===== src/rtl/reset_seq_pkg.sv =====
// Shared types and defaults for the staged reset sequencer.
package reset_seq_pkg;

   typedef enum logic [2:0] {
      HOLD  = 3'd0,
      GAP   = 3'd1,
      WAIT  = 3'd2,
      READY = 3'd3,
      FAULT = 3'd4
   } seqState_t;

   localparam int DEF_NUM_STAGES   = 3;
   localparam int DEF_HOLD_CLKS    = 16;
   localparam int DEF_GAP_CLKS     = 8;
   localparam int DEF_TIMEOUT_CLKS = 1024;
   localparam int DEF_CNT_W        = 18;

   function automatic int clog2(input int v);
      int r;
      r = 0;
      for (int i = 0; i < 32; i++)
         if ((1 << r) < v) r++;
      return r;
   endfunction

   // A single-stage build still needs a 1-bit index.
   function automatic int idxWidth(input int n);
      return (clog2(n) < 1) ? 1 : clog2(n);
   endfunction

endpackage


===== src/rtl/reset_sequencer.sv =====
// Ordered per-stage reset release with ready handshake, timeout and sticky fault.
module reset_sequencer
   import reset_seq_pkg::*;
#(
   parameter int NUM_STAGES   = DEF_NUM_STAGES,
   parameter int HOLD_CLKS    = DEF_HOLD_CLKS,
   parameter int GAP_CLKS     = DEF_GAP_CLKS,
   parameter int TIMEOUT_CLKS = DEF_TIMEOUT_CLKS,
   parameter int CNT_W        = DEF_CNT_W
) (
   input  logic                  clk,
   input  logic                  reset,
   input  logic                  resetReq,
   input  logic [NUM_STAGES-1:0] stageReady,
   output logic [NUM_STAGES-1:0] stageReset,
   output logic                  systemReady,
   output logic                  fault,
   output logic                  busy
);

   localparam int IDX_W = idxWidth(NUM_STAGES);

   seqState_t             state, stateNxt;
   logic [CNT_W-1:0]      cnt, cntNxt;
   logic [IDX_W-1:0]      idx, idxNxt;
   logic [NUM_STAGES-1:0] stageResetNxt;
   logic                  curReady;

   always_comb begin
      curReady = 1'b0;
      for (int k = 0; k < NUM_STAGES; k++)
         if (idx == IDX_W'(k)) curReady = stageReady[k];
   end

   always_comb begin
      stateNxt      = state;
      cntNxt        = cnt;
      idxNxt        = idx;
      stageResetNxt = stageReset;
      if (resetReq) begin
         stateNxt      = HOLD;
         cntNxt        = '0;
         idxNxt        = '0;
         stageResetNxt = '1;
      end else begin
         case (state)
            HOLD: begin
               if (cnt == CNT_W'(HOLD_CLKS - 1)) begin
                  stateNxt         = GAP;
                  cntNxt           = '0;
                  stageResetNxt[0] = 1'b0;
               end else cntNxt = cnt + 1'b1;
            end
            GAP: begin
               if (cnt == CNT_W'(GAP_CLKS - 1)) begin
                  stateNxt = WAIT;
                  cntNxt   = '0;
               end else cntNxt = cnt + 1'b1;
            end
            WAIT: begin
               // Ready on the timeout cycle still counts as success.
               if (curReady) begin
                  cntNxt = '0;
                  if (idx == IDX_W'(NUM_STAGES - 1)) stateNxt = READY;
                  else begin
                     stateNxt = GAP;
                     idxNxt   = idx + 1'b1;
                     for (int k = 0; k < NUM_STAGES; k++)
                        if (IDX_W'(k) == idx + 1'b1) stageResetNxt[k] = 1'b0;
                  end
               end else if (cnt == CNT_W'(TIMEOUT_CLKS - 1)) begin
                  stateNxt = FAULT;
                  cntNxt   = '0;
               end else cntNxt = cnt + 1'b1;
            end
            READY: if (stageReady != '1) stateNxt = FAULT;
            FAULT: stateNxt = FAULT;
            default: begin
               stateNxt      = HOLD;
               cntNxt        = '0;
               idxNxt        = '0;
               stageResetNxt = '1;
            end
         endcase
      end
      if (stateNxt == FAULT) stageResetNxt = '1;
   end

   // Outputs are registered from next-state so they line up with the state edge.
   always_ff @(posedge clk or posedge reset) begin
      if (reset) begin
         state       <= HOLD;
         cnt         <= '0;
         idx         <= '0;
         stageReset  <= '1;
         systemReady <= 1'b0;
         fault       <= 1'b0;
         busy        <= 1'b1;
      end else begin
         state       <= stateNxt;
         cnt         <= cntNxt;
         idx         <= idxNxt;
         stageReset  <= stageResetNxt;
         systemReady <= (stateNxt == READY);
         fault       <= (stateNxt == FAULT);
         busy        <= (stateNxt == HOLD) || (stateNxt == GAP) || (stateNxt == WAIT);
      end
   end

endmodule


===== config.mk =====
export PLATFORM = sky130hd
export DESIGN_NAME = reset_sequencer
export DESIGN_NICKNAME = d
export VERILOG_FILES = /design/src/rtl/reset_seq_pkg.sv /design/src/rtl/reset_sequencer.sv
export SDC_FILE = /design/constraint.sdc
export NUM_CORES = 1
export LEC_CHECK = 0
export ABC_AREA = 1
export CORE_ASPECT_RATIO = 2
export CORE_MARGIN = 4
export CORE_UTILIZATION = 23
export CTS_BUF_LIST = sky130_fd_sc_hd__clkbuf_16
export DETAILED_ROUTE_END_ITERATION = 8
export GPL_ROUTABILITY_DRIVEN = 0
export PLACE_DENSITY = 0.51
export SYNTH_ARGS = -nofsm -noshare
export SYNTH_HDL_FRONTEND = slang
export SYNTH_SLANG_ARGS = --single-unit
export TNS_END_PERCENT = 100

===== constraint.sdc =====
create_clock -name clk -period 1.6 [get_ports clk]
set_input_delay 0.32 -clock clk [delete_from_list [all_inputs] [get_ports clk]]
set_output_delay 0.32 -clock clk [all_outputs]
set_load 0.005 [all_outputs]

==> results.toml, run 1 <==
[final_layout]
n_antenna_cell = 0
finish.net_count = 407
seq_area_um2 = 733
multiInputGateArea_um2 = 1340
syn_to_final_growth_pct = 62.3
fill_cells = 884
post-route-util_pct = 38.2
drive_above_1_share_pct = 41.4

[global_routing]
grt_overflow_total = 0
grt_use_total_pct = 13.9
antenna_found_initial = 0
first_global_vias = 2359
grt_pass1_wl_mm = 10.9
grt_max_degree = 30

[timing]
finalWorstSetupSlack_ps = -42.8
slew_headroom_pct = 77.9
final_max_slew_viol_count = 0
fin_crit_sh_pct = 103
grt_setup_unrepaired = "true"
final_hold_viol_count = 0
fin_hold_ws_ps = 373
setup_viol = 16
clock_skew_ps = 7.48
worstMarginPinSlew_ps = 330
min_period_ps = 1640
fmax_mhz = 609

[cts]
clock_latency_ps = 280
cts-buffers-inserted = 5
clkTransAtPathRegs_ps = 50
cts_buffer_depth = 2
htreeDepth = 2
clock-sinks = 29
cts_tree = "yes"
clockRootBuffer = "clkbuf_16"

[power_and_ir_drop]
pwr-share-clk_pct = 49.3
powerDensity_nw_per_um2 = 542
leakagePower_nw = 1.66
switching_power_w = 0.000404
seqPwrFrac_pct = 42.5
vdd_ir_drop_max_v = 0.000502
comb_power_share_pct = 8.2
sw_frac_of_total_pct = 22.8
p_int_w = 0.00137

[floorplanning]
dieWidth_um = 74.3
die_area_um2 = 10400
rows = 48
initial_core_util_pct = 23.5
io-pin-count = 12
core-area_um2 = 8590
die_height_um = 141

[worst_setup_path]
max_stage_delay_ps = 400
critPathLaunch = "cnt[4]$_DFFE_PP0P_"
cp-end-kind = "flop"
crit_fanout = 5
crit_path_cell_trace = "nand2_1 -> nor2_1 -> nand2_4 -> inv_4 -> nand2_4 -> nand3_4 -> nand3_4 -> a21oi_4 -> nor2_1"
worstPathRequired_ps = 1760
rrSetupSlack_ps = -40
crit_arrival_ps = 1810
cp_slowest_cell = "dfrtp_1"
r2r_end = "cnt[3]$_DFFE_PP0P_"
reg2regPathDepth = 9
r2r-start = "cnt[4]$_DFFE_PP0P_"
crit_type = "reg -> reg"
critPathLaunchType = "flop"

[logic_synthesis]
synth_seq_cells = 29
yosysWarnings = 0
ys_seq_area_share_pct = 36.1
ys_types = 29
synthCells = 299
syn-num-nets = 311
synth.cell_area_um2 = 2020
syn_area_per_cell_um2 = 6.76

[detailed_routing]
firstDrtPassIters = 5
drc = 0
vias = 2272
routed_wl_mm = 6.70
wire_per_inst_um = 13.5
final_antenna_net_count = 0
via_per_inst = 4.58
drt_iter0_markers = 104

[job]
cap_violations = 0

[worst_hold_path]
min_path_type = "in -> async"

[placement]
pre_cts_ws_ps = -229
hpwl_mm = 5.08
place.port_buffers = 11

[run_status]
outcome = "complete, but fails checks"
violations = "negative setup slack"
## metrics by stage
| step | std cells | power (W) | TNS, ps | area (um2) |
|---|---|---|---|---|
| after floorplan | 299 | 0.000824 | 0 | 2030 |
| after detailed placement | 468 | 0.000893 | -4330 | 2710 |
| final | 496 | 0.00178 | -293 | 3280 |
| after global routing | 496 | 0.00186 | -3190 | 3280 |
| after CTS | 487 | 0.00179 | -391 | 3060 |
| after global placement | 468 | 0.000892 | -3810 | 2710 |
## registers in the layout, indices dropped and copies added (netlist names)
register,flops
cnt,18
state,3
stageReset,3
systemReady,1
fault,1
idx,2
busy,1
## critical path: cells and delay by family (launching register included)
family	cells	cell delay, ps
compound gates	1	240
simple gates	7	790
buf+inv	1	90
flops	1	400
## cells in the final DEF, fill, tap and decap left out, types with 2 or more instances in the layout
cell              n
inv_2            10
inv_4             4
dlygate4sd2_1     4
ha_4              3
nand2_2          12
o21ai_0           3
clkbuf_16         5
a21oi_1           3
a21oi_2           3
dfrtp_1          23
clkdlybuf4s50_1   7
nor2_4            5
nand4_1          10
dfstp_2           4
o21ai_2           2
nor2_1           39
nand3_1          19
buf_6             8
buf_4            71
inv_1            39
ha_1              2
o21ai_4           3
dfrtp_2           2
nand2_4           4
nor3_1            4
xor2_1            4
o21ai_1           5
nor2_2            9
nand2_1          65
nand3_4           3
nand3_2          11
## layout make-up
cell class | count | area share (%)
Clock buffer | 5 | 3.81
Clock inverter | 3 | 0.343
Inverter | 51 | 6.14
Multi-Input combinational cell | 217 | 40.7
Sequential cell | 29 | 22.3
Tap cell | 100 | 3.81
Timing Repair Buffer | 91 | 22.8
## power by group through the flow
stage / logic (W) / registers, W / clock network [W]
floorplan: 0.0000575 / 0.000767 / 0
global placement: 0.000125 / 0.000766 / 0
detailed placement: 0.000126 / 0.000767 / 0
CTS: 0.000131 / 0.000755 / 0.000907
global route: 0.000161 / 0.000756 / 0.000938
finish: 0.000145 / 0.000755 / 0.000877
## synth_stat cells
| library cell | count | share of area [%] |
|---|---|---|
| buf_6 | 2 | 1.1 |
| nor3_2 | 1 | 0.50 |
| o31ai_1 | 1 | 0.37 |
| nor2_2 | 3 | 0.93 |
| o21ai_2 | 3 | 1.3 |
| buf_2 | 1 | 0.25 |
| a21oi_4 | 1 | 0.80 |
| o21ai_1 | 3 | 0.74 |
| a21boi_1 | 1 | 0.37 |
| o22ai_1 | 1 | 0.31 |
| nand3_1 | 31 | 7.7 |
| o21ai_0 | 7 | 1.7 |
| xor2_1 | 4 | 1.7 |
| inv_1 | 46 | 8.5 |
| dfrtp_1 | 25 | 31 |
| nand2_2 | 5 | 1.5 |
| nor3_1 | 4 | 0.99 |
| ha_1 | 6 | 3.7 |
| mux2i_1 | 1 | 0.50 |
| nand3_4 | 1 | 0.87 |
| nand2_1 | 76 | 14 |
| dfstp_2 | 4 | 5.2 |
| nor2_1 | 49 | 9.1 |
| nand4_1 | 10 | 3.1 |
| nor2_4 | 1 | 0.56 |
| o211ai_1 | 1 | 0.37 |
| nand3_2 | 1 | 0.50 |
| a21oi_1 | 5 | 1.2 |
| inv_2 | 5 | 0.93 |
## routing by layer
layer	part of all wire [%]	GRT usage [%]	routed length (um)	up-vias
li1	-	-	-	1135
met1	29	11.2	1960	1057
met2	62	28.0	4150	55
met3	2.4	2.21	164	25
met4	6.4	9.01	427	0
met5	0	0	0	-
## worst max path at each step
| stage | cells after the start | endpoint | slack (ps) |
|---|---|---|---|
| CTS | 9 | cnt[15]$_DFFE_PP0P_ | -50 |
| global route | 9 | cnt[15]$_DFFE_PP0P_ | -190 |
| finish | 9 | cnt[3]$_DFFE_PP0P_ | -40 |
| global placement | 10 | cnt[15]$_DFFE_PP0P_ | -210 |
| detailed placement | 10 | cnt[15]$_DFFE_PP0P_ | -230 |
| floorplan | 10 | cnt[15]$_DFFE_PP0P_ | 4 |
## what timing repair did
action                                  in CTS  in global routing
endpoints found under the setup margin      29                 29
setup buffers                               10                 10
cloned                                       1                  0
hold buffers                                 0                  0
resized for setup                           44                 41
pin swaps                                   23                 22
## logic make-up after synthesis
logic type,Yosys count,share of synthesized area [%]
compound gates,23,7.24
xor+xnor,4,1.73
fa+ha+maj,6,3.71
buf+inv,54,10.8
flops,29,36.1
mux,1,0.495
simple gates,182,39.9
(Power assumes the default switching activity.)
==> inputs of run 2 (changes only) <==
--- a/config.mk
+++ b/config.mk
@@ -5,7 +5,7 @@
 export SDC_FILE = /design/constraint.sdc
 export NUM_CORES = 1
 export LEC_CHECK = 0
-export ABC_AREA = 1
+export ABC_CLOCK_PERIOD_IN_PS = 1600
 export CORE_ASPECT_RATIO = 2
 export CORE_MARGIN = 4
 export CORE_UTILIZATION = 23
==> run 2 against run 1 <==
Compared with the run above: the flow still finishes with violations (negative setup slack); total power grew 9.8%; sequential share of layout area grew 3.1 points; via count shrank 24%; setup slack lost 280 ps; sequential power shrank 0.9%; clock power grew 20%; routed wire length shrank 21%; first-iteration DRC count shrank 79%; cell count shrank 25%; die area shrank 10%; register-to-register slack lost 280 ps; highest routed layer unchanged.
==> results.toml, run 2 <==
[worst_setup_path]
cp-end-kind = "flop"
r2r-start = "cnt[5]$_DFFE_PP0P_"
worstPathRequired_ps = 1760
crit_arrival_ps = 2080
critPathLaunchType = "flop"
crit_fanout = 8
reg2regPathDepth = 7
r2r_end = "cnt[16]$_DFFE_PP0P_"
rrSetupSlack_ps = -320
crit_type = "reg -> reg"

[timing]
min_period_ps = 1920
final_max_slew_viol_count = 0
setup_viol = 29
worstMarginPinSlew_ps = 395
finalWorstSetupSlack_ps = -323
grt_setup_unrepaired = "true"
final_hold_viol_count = 0
clock_skew_ps = 5.65
slew_headroom_pct = 73.5
fmax_mhz = 520
fin_crit_sh_pct = 120

[logic_synthesis]
syn-num-nets = 209
synth.most_common_cell = "dfrtp_1"
synth_mux_area_share_pct = 0.627
synth-compound-area-share_pct = 17.7
netlist_top_cells_count = "dfrtp_1 (25), nand2_1 (24), nor2_1 (13)"
yosysTopAreaCellShare_pct = 34.8
ys_seq_area_share_pct = 40.7
ys_types = 52
synth_xor_area_share_pct = 3.41
synth_top_family_by_area = "simple AND/OR/NAND/NOR gates"
synthTopCellsByArea = "dfrtp_1 (35%), dfstp_2 (5.8%), nand2_1 (5.0%), ha_1 (4.2%), a21oi_1 (3.3%)"
synth.cell_area_um2 = 1800
synth_top_cell_by_area = "dfrtp_1"
synth_seq_cells = 29
synth_edf_count = 0
syn_area_per_cell_um2 = 9.12
yosysWarnings = 0
synthArstFlopShare_pct = 100
synth_fa_ha_area_share_pct = 4.18
synthCells = 197
synth-main-ff-cell = "dfrtp_1"
synth-simple-area-share_pct = 29.7

[global_routing]
grt_use_total_pct = 12.1
grt_pass1_wl_mm = 8.87
grt_overflow_total = 0
grt_max_degree = 30
antenna_found_initial = 0
first_global_vias = 1841

[final_layout]
largest-register = "cnt"
syn_to_final_growth_pct = 60.5
layout_commonest_cell = "buf_4"
most-common-layout-cells = "buf_4 (63), nand2_1 (22), dfrtp_1 (22)"
top_regs = "cnt x18, stageReset x3, state x3"
largest_reg_flops = 18
finish.net_count = 290
n_antenna_cell = 0
fin_cells = 373
post-route-util_pct = 37.9
drive_above_1_share_pct = 46.2

[run_status]
violations = "negative setup slack"
outcome = "complete, but fails checks"

[detailed_routing]
drt_iter0_markers = 22
via_per_inst = 4.65
firstDrtPassIters = 4
vias = 1735
drc = 0
wire_per_inst_um = 14.1
routed_wl_mm = 5.26
final_antenna_net_count = 0

[floorplanning]
io-pin-count = 12
dieWidth_um = 70.5
initial_core_util_pct = 23.6
rows = 45
core-area_um2 = 7600
die_area_um2 = 9380
die_height_um = 133

[cts]
clockRootBuffer = "clkbuf_16"
cts_buffer_depth = 2
clock_latency_ps = 280
cts_tree = "yes"
ctsHoldBuffers = 0
htreeDepth = 2
clock-sinks = 29
cts-buffers-inserted = 5
clkTransAtPathRegs_ps = 50

[power_and_ir_drop]
power_w = 0.00195
vdd_ir_drop_max_v = 0.000794
leakagePower_nw = 1.24
powerDensity_nw_per_um2 = 677

[placement]
hpwl_mm = 3.97
place.port_buffers = 11
pre_cts_ws_ps = -439
place_inst = 352

[worst_hold_path]
min_path_type = "in -> async"

[job]
cap_violations = 0
==> run 2: cell types whose count changed after synthesis, sizes merged, moves of 7 or more <==
cell	before	now
a21oi	6	13
and3	0	7
nand2	81	24
nand3	33	10
inv	51	5
nor2	53	14
nand4	10	3
==> run 2: logic make-up (layout without fill, tap and decap cells) <==
family | Yosys count | count (layout)
XOR/XNOR | 7 | 7
adder cells (fa/ha/maj) | 6 | 6
AND/OR/NAND/NOR | 92 | 92
buffers and inverters | 13 | 95
AO/OA/AOI/OAI | 49 | 49
flip-flops | 29 | 29
multiplexers | 1 | 1
==> run 2: worst max-delay path by stage <==
stage                              startpoint             endpoint  depth (start not counted)
final                      cnt[5]$_DFFE_PP0P_  cnt[16]$_DFFE_PP0P_                          7
after global routing      cnt[17]$_DFFE_PP0P_  cnt[16]$_DFFE_PP0P_                          8
after CTS                  idx[1]$_DFFE_PP0P_  cnt[14]$_DFFE_PP0P_                          9
after detailed placement             resetReq  cnt[13]$_DFFE_PP0P_                          7
after global placement               resetReq  cnt[13]$_DFFE_PP0P_                          7
after floorplan            cnt[0]$_DFFE_PP0P_  cnt[16]$_DFFE_PP0P_                          8
==> run 2: metrics by stage <==
stage	setup TNS, ps	hold WS, ps	cell area (um2)
final	-6860	372	2880
after global routing	-9360	408	2880
after CTS	-7490	383	2810
after detailed placement	-8770	509	2470
after global placement	-8320	497	2470
after floorplan	-2670	395	1840
==> run 2: layer usage <==
metal,vias to the layer above,share of wire [%],track usage [%],routed length [um]
li1,875,-,-,-
met1,822,34,11.1,1790
met2,24,60,23.9,3140
met3,14,1.9,1.75,101
met4,0,4.5,7.57,235
met5,-,0,0,0
==> run 2: worst max-delay path, cell delays in order (launching register included) <==
cell	delay, ps
dfrtp_1	380
nor4_2	430
nand4_4	140
o21a_1	240
o21ai_4	170
buf_6	160
nor2_2	40
a211o_1	250
==> run 2: report_power, final <==
| part | internal, W | switching [W] | total, W |
|---|---|---|---|
| Combinational | 0.0000775 | 0.0000740 | 0.000152 |
| Clock | 0.000722 | 0.000331 | 0.00105 |
| Sequential | 0.000742 | 0.00000630 | 0.000748 |
| Total | 0.00154 | 0.000412 | 0.00195 |
==> run 2: layout make-up <==
type / count / area, um2
Tap cell: 94 / 118
Clock buffer: 5 / 125
Clock inverter: 3 / 37.5
Timing Repair Buffer: 82 / 677
Fill cell: 779 / 4720
Sequential cell: 29 / 734
Multi-Input combinational cell: 155 / 1170
Inverter: 5 / 23.8
==> run 2: what timing repair did <==
item / 4_1_cts / 5_1_grt
pin swaps: 25 / 15
cloned: 1 / 0
setup endpoints to repair: 33 / 29
setup buffers: 10 / 2
resized for setup: 32 / 16
==> inputs of run 3 (changes only) <==
--- a/config.mk
+++ b/config.mk
@@ -6,13 +6,13 @@
 export NUM_CORES = 1
 export LEC_CHECK = 0
 export ABC_CLOCK_PERIOD_IN_PS = 1600
-export CORE_ASPECT_RATIO = 2
+export CORE_ASPECT_RATIO = 1.75
 export CORE_MARGIN = 4
-export CORE_UTILIZATION = 23
+export CORE_UTILIZATION = 31
 export CTS_BUF_LIST = sky130_fd_sc_hd__clkbuf_16
 export DETAILED_ROUTE_END_ITERATION = 8
 export GPL_ROUTABILITY_DRIVEN = 0
-export PLACE_DENSITY = 0.51
+export PLACE_DENSITY = 0.61
 export SYNTH_ARGS = -nofsm -noshare
 export SYNTH_HDL_FRONTEND = slang
 export SYNTH_SLANG_ARGS = --single-unit
==> run 3 against run 2 <==
Compared with the run above: the run still ends with negative setup slack left; sequential share of layout area is 0.17 points higher; clock skew up 0.53 ps; hold slack improved by 38 ps; register-to-register slack about the same; utilization up 13 points; combinational power up 5%; non-clock buffer count down 7; clock power about the same; routed wire length decreased by 6.1%; die area decreased by 24%; sequential power barely moved; fmax decreased by 0.13%; critical endpoint unchanged.
==> results.toml, run 3 (synthesized netlist as in run 2, its figures left out) <==
[detailed_routing]
firstDrtPassIters = 4
final_antenna_net_count = 0
drt_iter0_markers = 20
vias = 1743
wire_per_inst_um = 14.2
drc = 0
routed_wl_mm = 4.94
via_per_inst = 5.01

[global_routing]
grt_pass1_wl_mm = 8.08
grt_overflow_total = 0
first_global_vias = 1786
grt_use_total_pct = 14.8
grt_max_degree = 30
antenna_found_initial = 0

[floorplanning]
core-area_um2 = 5590
dieWidth_um = 65.6
die_area_um2 = 7130
die_height_um = 109
rows = 36
initial_core_util_pct = 32.2
io-pin-count = 12

[final_layout]
drive_above_1_share_pct = 48.2
most-common-layout-cells = "buf_4 (55), dfrtp_1 (23), nand2_1 (21)"
fin_cells = 348
finish.net_count = 283
largest-register = "cnt"
n_antenna_cell = 0
post-route-util_pct = 51.2
syn_to_final_growth_pct = 59.2
fill_cells = 526
largest_reg_flops = 18
layout_commonest_cell = "buf_4"
top_regs = "cnt x18, stageReset x3, state x3"

[worst_setup_path]
worstPathRequired_ps = 1750
r2r-start = "cnt[10]$_DFFE_PP0P_"
r2r_end = "cnt[16]$_DFFE_PP0P_"
crit_fanout = 5
critPathLaunchType = "flop"
cp-endpoint = "cnt[16]$_DFFE_PP0P_"
rrSetupSlack_ps = -330
reg2regPathDepth = 7
crit_type = "reg -> reg"
cp-end-kind = "flop"
crit_arrival_ps = 2080
critPathLaunch = "cnt[10]$_DFFE_PP0P_"

[power_and_ir_drop]
pwr-share-clk_pct = 54.3
seqPwrFrac_pct = 37.7
sw_frac_of_total_pct = 21.4
vdd_ir_drop_max_v = 0.000558
p_int_w = 0.00155
leakagePower_nw = 1.21
powerDensity_nw_per_um2 = 692
switching_power_w = 0.000424
comb_power_share_pct = 8.0

[cts]
clock_latency_ps = 280
htreeDepth = 2
ctsHoldBuffers = 0
cts_tree = "yes"
cts-buffers-inserted = 5
clock-sinks = 29
cts_buffer_depth = 2
clkTransAtPathRegs_ps = 60
clockRootBuffer = "clkbuf_16"

[placement]
place_inst = 330
place.port_buffers = 11
hpwl_mm = 3.61

[timing]
finalWorstSetupSlack_ps = -325
grt_setup_unrepaired = "true"
clock_skew_ps = 6.18
fmax_mhz = 519
final_hold_viol_count = 0
fin_crit_sh_pct = 120
final_max_slew_viol_count = 0
slew_headroom_pct = 69.3
worstMarginPinSlew_ps = 458
setup_viol = 28
min_period_ps = 1930

[run_status]
violations = "negative setup slack"
outcome = "complete, but fails checks"

[worst_hold_path]
min_path_type = "in -> async"

[job]
cap_violations = 0
run 3: cell type report:
class	count	area [um2]	area share [%]
Clock buffer	5	125	4.37
Clock inverter	3	46.3	1.62
Multi-Input combinational cell	155	1220	42.6
Timing Repair Buffer	75	619	21.7
Tap cell	76	95.1	3.32
Inverter	5	23.8	0.831
Sequential cell	29	733	25.6
run 3: power by group through the flow:
stage          Clock [W]  Sequential, W  Combinational [W]
2_1_floorplan          0       0.000760          0.0000515
3_3_place_gp           0       0.000757           0.000118
3_5_place_dp           0       0.000758           0.000119
4_1_cts          0.00109       0.000745           0.000141
5_1_grt          0.00113       0.000746           0.000172
6_report         0.00107       0.000745           0.000159
run 3: metal layers:
layer | track usage, % | share of wire, % | vias up
met5 | 0 | 0 | -
met4 | 6.97 | 2.8 | 0
met3 | 2.47 | 1.7 | 12
met2 | 29.4 | 60 | 19
met1 | 14.3 | 35 | 856
li1 | - | - | 856
run 3: through the flow:
step                TNS, ps  area (um2)  total power [W]  hold WS [ps]  setup slack, ps
finish                -6250        2860          0.00198           410             -325
global route          -9240        2860          0.00205           460             -436
global placement      -8340        2400         0.000875           501             -393
floorplan             -2670        1840         0.000811           395             -191
CTS                   -6490        2750          0.00198           431             -316
detailed placement    -9060        2400         0.000876           504             -432
run 3: worst min-delay path by stage:
| stage | slack, ps | depth (start not counted) | endpoint | start |
|---|---|---|---|---|
| floorplan | 400 | 1 | cnt[0]$_DFFE_PP0P_ | reset |
| global placement | 500 | 1 | stageReset[1]$_DFFE_PP1P_ | stageReset[1]$_DFFE_PP1P_ |
| detailed placement | 500 | 1 | stageReset[1]$_DFFE_PP1P_ | stageReset[1]$_DFFE_PP1P_ |
| CTS | 430 | 3 | cnt[0]$_DFFE_PP0P_ | reset |
| global route | 460 | 3 | cnt[0]$_DFFE_PP0P_ | reset |
| finish | 410 | 3 | cnt[0]$_DFFE_PP0P_ | reset |
run 3: repair_timing:
action / 4_1_cts / 5_1_grt
resized for setup: 45 / 21
pin swaps: 15 / 23
endpoints found under the setup margin: 33 / 29
setup buffers: 7 / 4
endpoints found under the hold margin: 0 / 0
run 3: critical path, stage by stage, from the launching register on:
cell and delay, ps:
dfrtp_1 400, nor4_4 370, and2_4 260, a211oi_2 100, o21ai_4 240, buf_6 130
nor2_2 30, a211o_1 270
